File: config.mk
export PLATFORM = sky130hd
export DESIGN_NAME = frame_painter
export DESIGN_NICKNAME = d
export VERILOG_FILES = /design/src/rtl/frame_painter.sv
export SDC_FILE = /design/constraint.sdc
export NUM_CORES = 1
export LEC_CHECK = 0
export ABC_CLOCK_PERIOD_IN_PS = 7810
export CAP_MARGIN = 20
export CORE_UTILIZATION = 50
export DETAILED_ROUTE_END_ITERATION = 10
export GPL_ROUTABILITY_DRIVEN = 1
export HOLD_SLACK_MARGIN = 0.15
export PLACE_DENSITY = 0.71
export SETUP_SLACK_MARGIN = 0.02
export SKIP_CTS_REPAIR_TIMING = 1
export SLEW_MARGIN = 20
export SYNTH_ARGS = -nofsm -noshare
export SYNTH_HDL_FRONTEND = slang
export SYNTH_SLANG_ARGS = --single-unit
File: constraint.sdc
create_clock -name clk_rgb -period 7.81 [get_ports clk_rgb]
set_clock_uncertainty 0.1 [all_clocks]
set_input_delay 1.1715 -clock clk_rgb [delete_from_list [all_inputs] [get_ports clk_rgb]]
set_output_delay 1.1715 -clock clk_rgb [all_outputs]
set_load 0.01 [all_outputs]
File: src/rtl/frame_painter.sv
// rtl/frame_painter.sv - frame buffer writer: clears the back buffer, then rasterises
// filled 1-bit rectangles and waits for the buffer swap before the next frame.
module frame_painter #(
    parameter int HOR_ACTIVE_PIXELS = 640,
    parameter int VER_ACTIVE_PIXELS = 480,
    parameter int X_WIDTH           = $clog2(HOR_ACTIVE_PIXELS),
    parameter int Y_WIDTH           = $clog2(VER_ACTIVE_PIXELS),
    parameter int ADDR_WIDTH        = $clog2(HOR_ACTIVE_PIXELS * VER_ACTIVE_PIXELS)
) (
    input  logic                  clk_rgb,
    input  logic                  rst,
    input  logic                  ce,
    input  logic                  swap,
    input  logic                  cmd_valid,
    output logic                  cmd_ready,
    input  logic [X_WIDTH-1:0]    cmd_x0,
    input  logic [Y_WIDTH-1:0]    cmd_y0,
    input  logic [X_WIDTH:0]      cmd_x1,
    input  logic [Y_WIDTH:0]      cmd_y1,
    input  logic                  cmd_color,
    input  logic                  cmd_last,
    output logic                  wr_en,
    output logic [ADDR_WIDTH-1:0] wr_addr,
    output logic                  wr_data,
    output logic                  frame_done,
    output logic [7:0]            dropped_swaps
);

    localparam int NPIX_M1 = HOR_ACTIVE_PIXELS * VER_ACTIVE_PIXELS - 1;
    localparam logic [X_WIDTH:0]      W_X       = HOR_ACTIVE_PIXELS[X_WIDTH:0];
    localparam logic [Y_WIDTH:0]      H_Y       = VER_ACTIVE_PIXELS[Y_WIDTH:0];
    localparam logic [ADDR_WIDTH-1:0] W_A       = HOR_ACTIVE_PIXELS[ADDR_WIDTH-1:0];
    localparam logic [ADDR_WIDTH-1:0] LAST_ADDR = NPIX_M1[ADDR_WIDTH-1:0];

    typedef enum logic [1:0] {CLEAR, CMD, DRAW, WAIT_SWAP} state_t;

    // Start-of-rectangle row base as a shift-and-add over the set bits of the width.
    function automatic logic [ADDR_WIDTH-1:0] row_offset(input logic [Y_WIDTH-1:0] y);
        logic [ADDR_WIDTH-1:0] acc;
        acc = '0;
        for (int i = 0; i < 32; i++) begin
            if (HOR_ACTIVE_PIXELS[i]) acc = acc + (ADDR_WIDTH'(y) << i);
        end
        return acc;
    endfunction

    state_t                state_q, state_d;
    logic [ADDR_WIDTH-1:0] clr_addr_q, clr_addr_d;
    logic [X_WIDTH-1:0]    x_q, x_d, x0_q, x0_d;
    logic [Y_WIDTH-1:0]    y_q, y_d;
    logic [X_WIDTH:0]      x1c_q, x1c_d;
    logic [Y_WIDTH:0]      y1c_q, y1c_d;
    logic [ADDR_WIDTH-1:0] row_base_q, row_base_d;
    logic                  color_q, color_d, last_q, last_d;
    logic                  wr_en_q, wr_en_d, wr_data_q, wr_data_d;
    logic [ADDR_WIDTH-1:0] wr_addr_q, wr_addr_d;
    logic                  cmd_ready_q, cmd_ready_d, frame_done_q, frame_done_d;
    logic [7:0]            dropped_q, dropped_d;

    logic [X_WIDTH:0]      x1c, lim_x, px_inc;
    logic [Y_WIDTH:0]      y1c, lim_y, py_inc;
    logic [X_WIDTH-1:0]    pos_x, start_x;
    logic [Y_WIDTH-1:0]    pos_y;
    logic [ADDR_WIDTH-1:0] pos_base;
    logic                  in_cmd, hs, empty, row_end, rect_end, draw_step, fin_last, pix_color;

    always_comb begin
        x1c       = (cmd_x1 > W_X) ? W_X : cmd_x1;
        y1c       = (cmd_y1 > H_Y) ? H_Y : cmd_y1;
        empty     = ({1'b0, cmd_x0} >= x1c) || ({1'b0, cmd_y0} >= y1c);
        hs        = ce && cmd_valid && cmd_ready_q;
        in_cmd    = (state_q == CMD);
        // The accepting edge draws the first pixel straight from the command fields.
        pos_x     = in_cmd ? cmd_x0 : x_q;
        pos_y     = in_cmd ? cmd_y0 : y_q;
        pos_base  = in_cmd ? row_offset(cmd_y0) : row_base_q;
        start_x   = in_cmd ? cmd_x0 : x0_q;
        lim_x     = in_cmd ? x1c : x1c_q;
        lim_y     = in_cmd ? y1c : y1c_q;
        fin_last  = in_cmd ? cmd_last : last_q;
        pix_color = in_cmd ? cmd_color : color_q;
        px_inc    = {1'b0, pos_x} + {{X_WIDTH{1'b0}}, 1'b1};
        py_inc    = {1'b0, pos_y} + {{Y_WIDTH{1'b0}}, 1'b1};
        row_end   = (px_inc == lim_x);
        rect_end  = row_end && (py_inc == lim_y);
        draw_step = (in_cmd && hs && !empty) || (state_q == DRAW);

        state_d      = state_q;
        clr_addr_d   = clr_addr_q;
        x_d          = x_q;
        x0_d         = x0_q;
        y_d          = y_q;
        x1c_d        = x1c_q;
        y1c_d        = y1c_q;
        row_base_d   = row_base_q;
        color_d      = color_q;
        last_d       = last_q;
        wr_en_d      = wr_en_q;
        wr_addr_d    = wr_addr_q;
        wr_data_d    = wr_data_q;
        cmd_ready_d  = cmd_ready_q;
        frame_done_d = frame_done_q;
        dropped_d    = dropped_q;

        if (ce) begin
            wr_en_d = 1'b0;
            if (swap && state_q != WAIT_SWAP && dropped_q != 8'hFF) begin
                dropped_d = dropped_q + 8'd1;
            end
            case (state_q)
                CLEAR: begin
                    wr_en_d   = 1'b1;
                    wr_addr_d = clr_addr_q;
                    wr_data_d = 1'b0;
                    if (clr_addr_q == LAST_ADDR) begin
                        state_d     = CMD;
                        cmd_ready_d = 1'b1;
                    end else begin
                        clr_addr_d = clr_addr_q + {{(ADDR_WIDTH-1){1'b0}}, 1'b1};
                    end
                end
                CMD: begin
                    if (hs && empty && cmd_last) begin
                        state_d      = WAIT_SWAP;
                        cmd_ready_d  = 1'b0;
                        frame_done_d = 1'b1;
                    end
                    if (hs && !empty) begin
                        x0_d    = cmd_x0;
                        x1c_d   = x1c;
                        y1c_d   = y1c;
                        color_d = cmd_color;
                        last_d  = cmd_last;
                    end
                end
                WAIT_SWAP: begin
                    if (swap) begin
                        state_d      = CLEAR;
                        clr_addr_d   = '0;
                        frame_done_d = 1'b0;
                    end
                end
                default: ;
            endcase

            if (draw_step) begin
                wr_en_d   = 1'b1;
                wr_addr_d = pos_base + ADDR_WIDTH'(pos_x);
                wr_data_d = pix_color;
                if (rect_end) begin
                    if (fin_last) begin
                        state_d      = WAIT_SWAP;
                        cmd_ready_d  = 1'b0;
                        frame_done_d = 1'b1;
                    end else begin
                        state_d     = CMD;
                        cmd_ready_d = 1'b1;
                    end
                end else begin
                    state_d     = DRAW;
                    cmd_ready_d = 1'b0;
                    if (row_end) begin
                        x_d        = start_x;
                        y_d        = py_inc[Y_WIDTH-1:0];
                        row_base_d = pos_base + W_A;
                    end else begin
                        x_d        = px_inc[X_WIDTH-1:0];
                        y_d        = pos_y;
                        row_base_d = pos_base;
                    end
                end
            end
        end
    end

    always_ff @(posedge clk_rgb or posedge rst) begin
        if (rst) begin
            state_q      <= CLEAR;
            clr_addr_q   <= '0;
            x_q          <= '0;
            x0_q         <= '0;
            y_q          <= '0;
            x1c_q        <= '0;
            y1c_q        <= '0;
            row_base_q   <= '0;
            color_q      <= 1'b0;
            last_q       <= 1'b0;
            wr_en_q      <= 1'b0;
            wr_addr_q    <= '0;
            wr_data_q    <= 1'b0;
            cmd_ready_q  <= 1'b0;
            frame_done_q <= 1'b0;
            dropped_q    <= '0;
        end else begin
            state_q      <= state_d;
            clr_addr_q   <= clr_addr_d;
            x_q          <= x_d;
            x0_q         <= x0_d;
            y_q          <= y_d;
            x1c_q        <= x1c_d;
            y1c_q        <= y1c_d;
            row_base_q   <= row_base_d;
            color_q      <= color_d;
            last_q       <= last_d;
            wr_en_q      <= wr_en_d;
            wr_addr_q    <= wr_addr_d;
            wr_data_q    <= wr_data_d;
            cmd_ready_q  <= cmd_ready_d;
            frame_done_q <= frame_done_d;
            dropped_q    <= dropped_d;
        end
    end

    // A held write or ready is only presented in cycles where the buffer side is enabled.
    assign wr_en         = wr_en_q && ce;
    assign cmd_ready     = cmd_ready_q && ce;
    assign wr_addr       = wr_addr_q;
    assign wr_data       = wr_data_q;
    assign frame_done    = frame_done_q;
    assign dropped_swaps = dropped_q;

endmodule
==> metrics <==
Clock Tree Buf Depth=2; library cells used by synthesis=89; FP Rows=48; H-tree levels=4; family with the most delay on the worst path=compound AO/OA/AOI/OAI gates; io pins=78; post-synth net total=1116; largest net degree at the start of global routing=70; Max IR drop VDD=0.211 mV; CTS tree=done; sequential fraction of the synthesis area=34.2%; hold depth=2; prevailing post-synth register cell=dfrtp_1; crit-path cells=clkdlybuf4s50_1 -> o21ai_1 -> and2_1 -> nand2_1 -> ha_1 -> a21o_1 -> a2111oi_0 -> o21ai_0 -> a311o_1 -> nor3_4 -> o21ai_1 -> nand2b_2 -> a2111o_1 -> o311a_1; first-pass GRT wire length=38100 µm; Final ANT Viol Nets=0; total CTS buffers=17; gate count of the mapped netlist=1021; Congestion Overflow GR=0; Clock Latency Late Sink=0.43 ns; Crit path top cell by count=o21ai_1; DR WL/cell=17.5 µm; post-synth top area cell=dfrtp_1; status=complete, no violations; CP required=8.02 ns; synth top area cells=dfrtp_1, ha_1, o21ai_0; leakage=4.49 nW; final hold violation count=0; Tcrit/Tclk final=74.5%; RSZ-0062 raised after global routing=no; area grow syn2layout=17.3%; drt pass-1 iters=5; TNS Setup=0 ns; top-count cell post-synth=dfrtp_1; Num Clock Sinks=123; Post-synth EDFFs=0; CP max FO=52; CP max stage delay=0.76 ns; Post-Syn Area per Cell=8.81 µm²; CTS clk-pin slew, worst paths=0.06 ns; final net count=1170; root buf cell=clkbuf_16; pwr dens=355 nW/µm²; Synth Register Bits=123; die area=18500 µm²; hpwl dp=16200 µm; all-layer global routing usage=26.4%; DR DRC count=0; ys async rst share=100%; die height=136 µm; number of global-route vias before repair=7564; core area=17400 µm²; YS warnings=0; critical path class=input port to flop; top-area cell type share of the netlist area=34.2%; Commonest cells post-synth=dfrtp_1, nand2_1, nor2_1; slowest stage cell, crit path=nand2b_2; synthesized area=8990 µm²; routability cong.=0.863; Die Wd=136 µm; critical path depth in cells=14; initial antenna violation count=0; Slew HR=38.3%; fmax=0.172 GHz; overall routed net length=23000 µm; critical path startpoint category=input port; cell count of the worst reg-to-reg path=12; Pins Over Slew Limit=0; post-route cell area=10500 µm²; minimum clock period=5.82 ns; PortBufs=77; Bufs and invs on worst path=1; diodes inserted=0; drt initial violations=474; Setup crit end kind=flop; Tightest Hold Check Type=flop to flop; Max Cap Viol=0; endpoints failing setup=0; Via density=5.94; CP arrival=6.03 ns; Placement Cell Area=9890 µm²; share of cells above drive strength 1=8.27%; Initial Util=51.6%; Vias=7804; Slew @ Worst Pin=0.925 ns
logic make-up after synthesis:
family,synth area share [%]
AOI/OAI and AO/OA,18.4
buffers and inverters,4.72
and+or+nand+nor,21.1
xor gates and xnor gates,7.97
muxes,6.71
adders and majority gates,6.85
DFF,34.2
registers in the layout, indices dropped and copies added (netlist names):
register       cells
last_q             1
wr_addr           19
clr_addr_q        19
row_base_q        19
x0_q              10
state_q            2
color_q            1
wr_en_q            1
y1c_q             10
wr_data            1
x_q               10
cmd_ready_q        1
frame_done         1
dropped_swaps      8
y_q                9
x1c_q             11
routing by layer:
| layer | track usage [%] | part of all wire [%] | vias up |
|---|---|---|---|
| met3 | 3.88 | 4.5 | 40 |
| li1 | - | - | 3797 |
| met4 | 9.81 | 2.2 | 0 |
| met2 | 43.0 | 48 | 226 |
| met5 | 0 | 0 | - |
| met1 | 35.3 | 45 | 3741 |
metrics by stage:
step / util (%) / power (mW) / worst slack (ns) / hold slack (ns) / cells
4_1_cts: 60.5 / 3.75 / 2.05 / 0.382 / 1313
6_report: 60.5 / 3.74 / 1.99 / 0.375 / 1313
5_1_grt: 60.5 / 4.00 / 1.63 / 0.397 / 1313
3_3_place_gp: 56.8 / 2.80 / 1.73 / 0.353 / 1281
3_5_place_dp: 56.8 / 2.84 / 1.59 / 0.365 / 1281
2_1_floorplan: - / 2.35 / 2.29 / 0.341 / 1021
power by group:
group	switching (mW)	internal, mW
sequential	0.191	0.859
clock	0.313	0.576
combinational	1.02	0.788
worst min-delay path, stage by stage, from the launching register on:
cell,delay (ns)
dfrtp_1,0.34
nand2_1,0.04
o21ai_0,0.06
area by class of cell:
type	instances	area, µm²
Clock buffer	18	439
Clock inverter	14	219
Fill cell	1511	6870
Inverter	45	171
Multi-Input combinational cell	803	5530
Sequential cell	123	3080
Tap cell	225	282
Timing Repair Buffer	85	831
cells in the final DEF (no fill, tap or decap), types with 6 or more instances in the layout:
master           count
nand3b_1             8
a21o_1               7
o31ai_1              7
nor2_1              80
clkdlybuf4s50_1     77
dfrtp_1            123
mux2i_1             31
a211oi_1            12
xnor2_1             39
a22oi_1              6
nand4b_1             8
clkbuf_16           17
o21ai_0             78
and3_1              12
or3_1               10
nor3_1              17
nand4_1             15
a31oi_1             11
and2_1              16
buf_4                8
inv_1               43
nand2_1            101
o211ai_1             7
o21ai_1              6
a211o_1              6
mux2_2              25
o21a_1               6
nor2b_1             20
xor2_1              35
a21oi_1             58
ha_1                45
nand3_1             36
worst paths after layout:
path,to,slack (ns),start
max,y_q[7],1.99,cmd_x1[8]
min,wr_addr[12],0.38,wr_addr[12]
max reg2reg,y_q[3],2.47,state_q[1]
min reg2reg,wr_addr[12],0.38,wr_addr[12]
max in group asynchronous,y1c_q[4],5.16,rst
min in group asynchronous,dropped_swaps[1],1.17,rst
(Power assumes the default switching activity.)
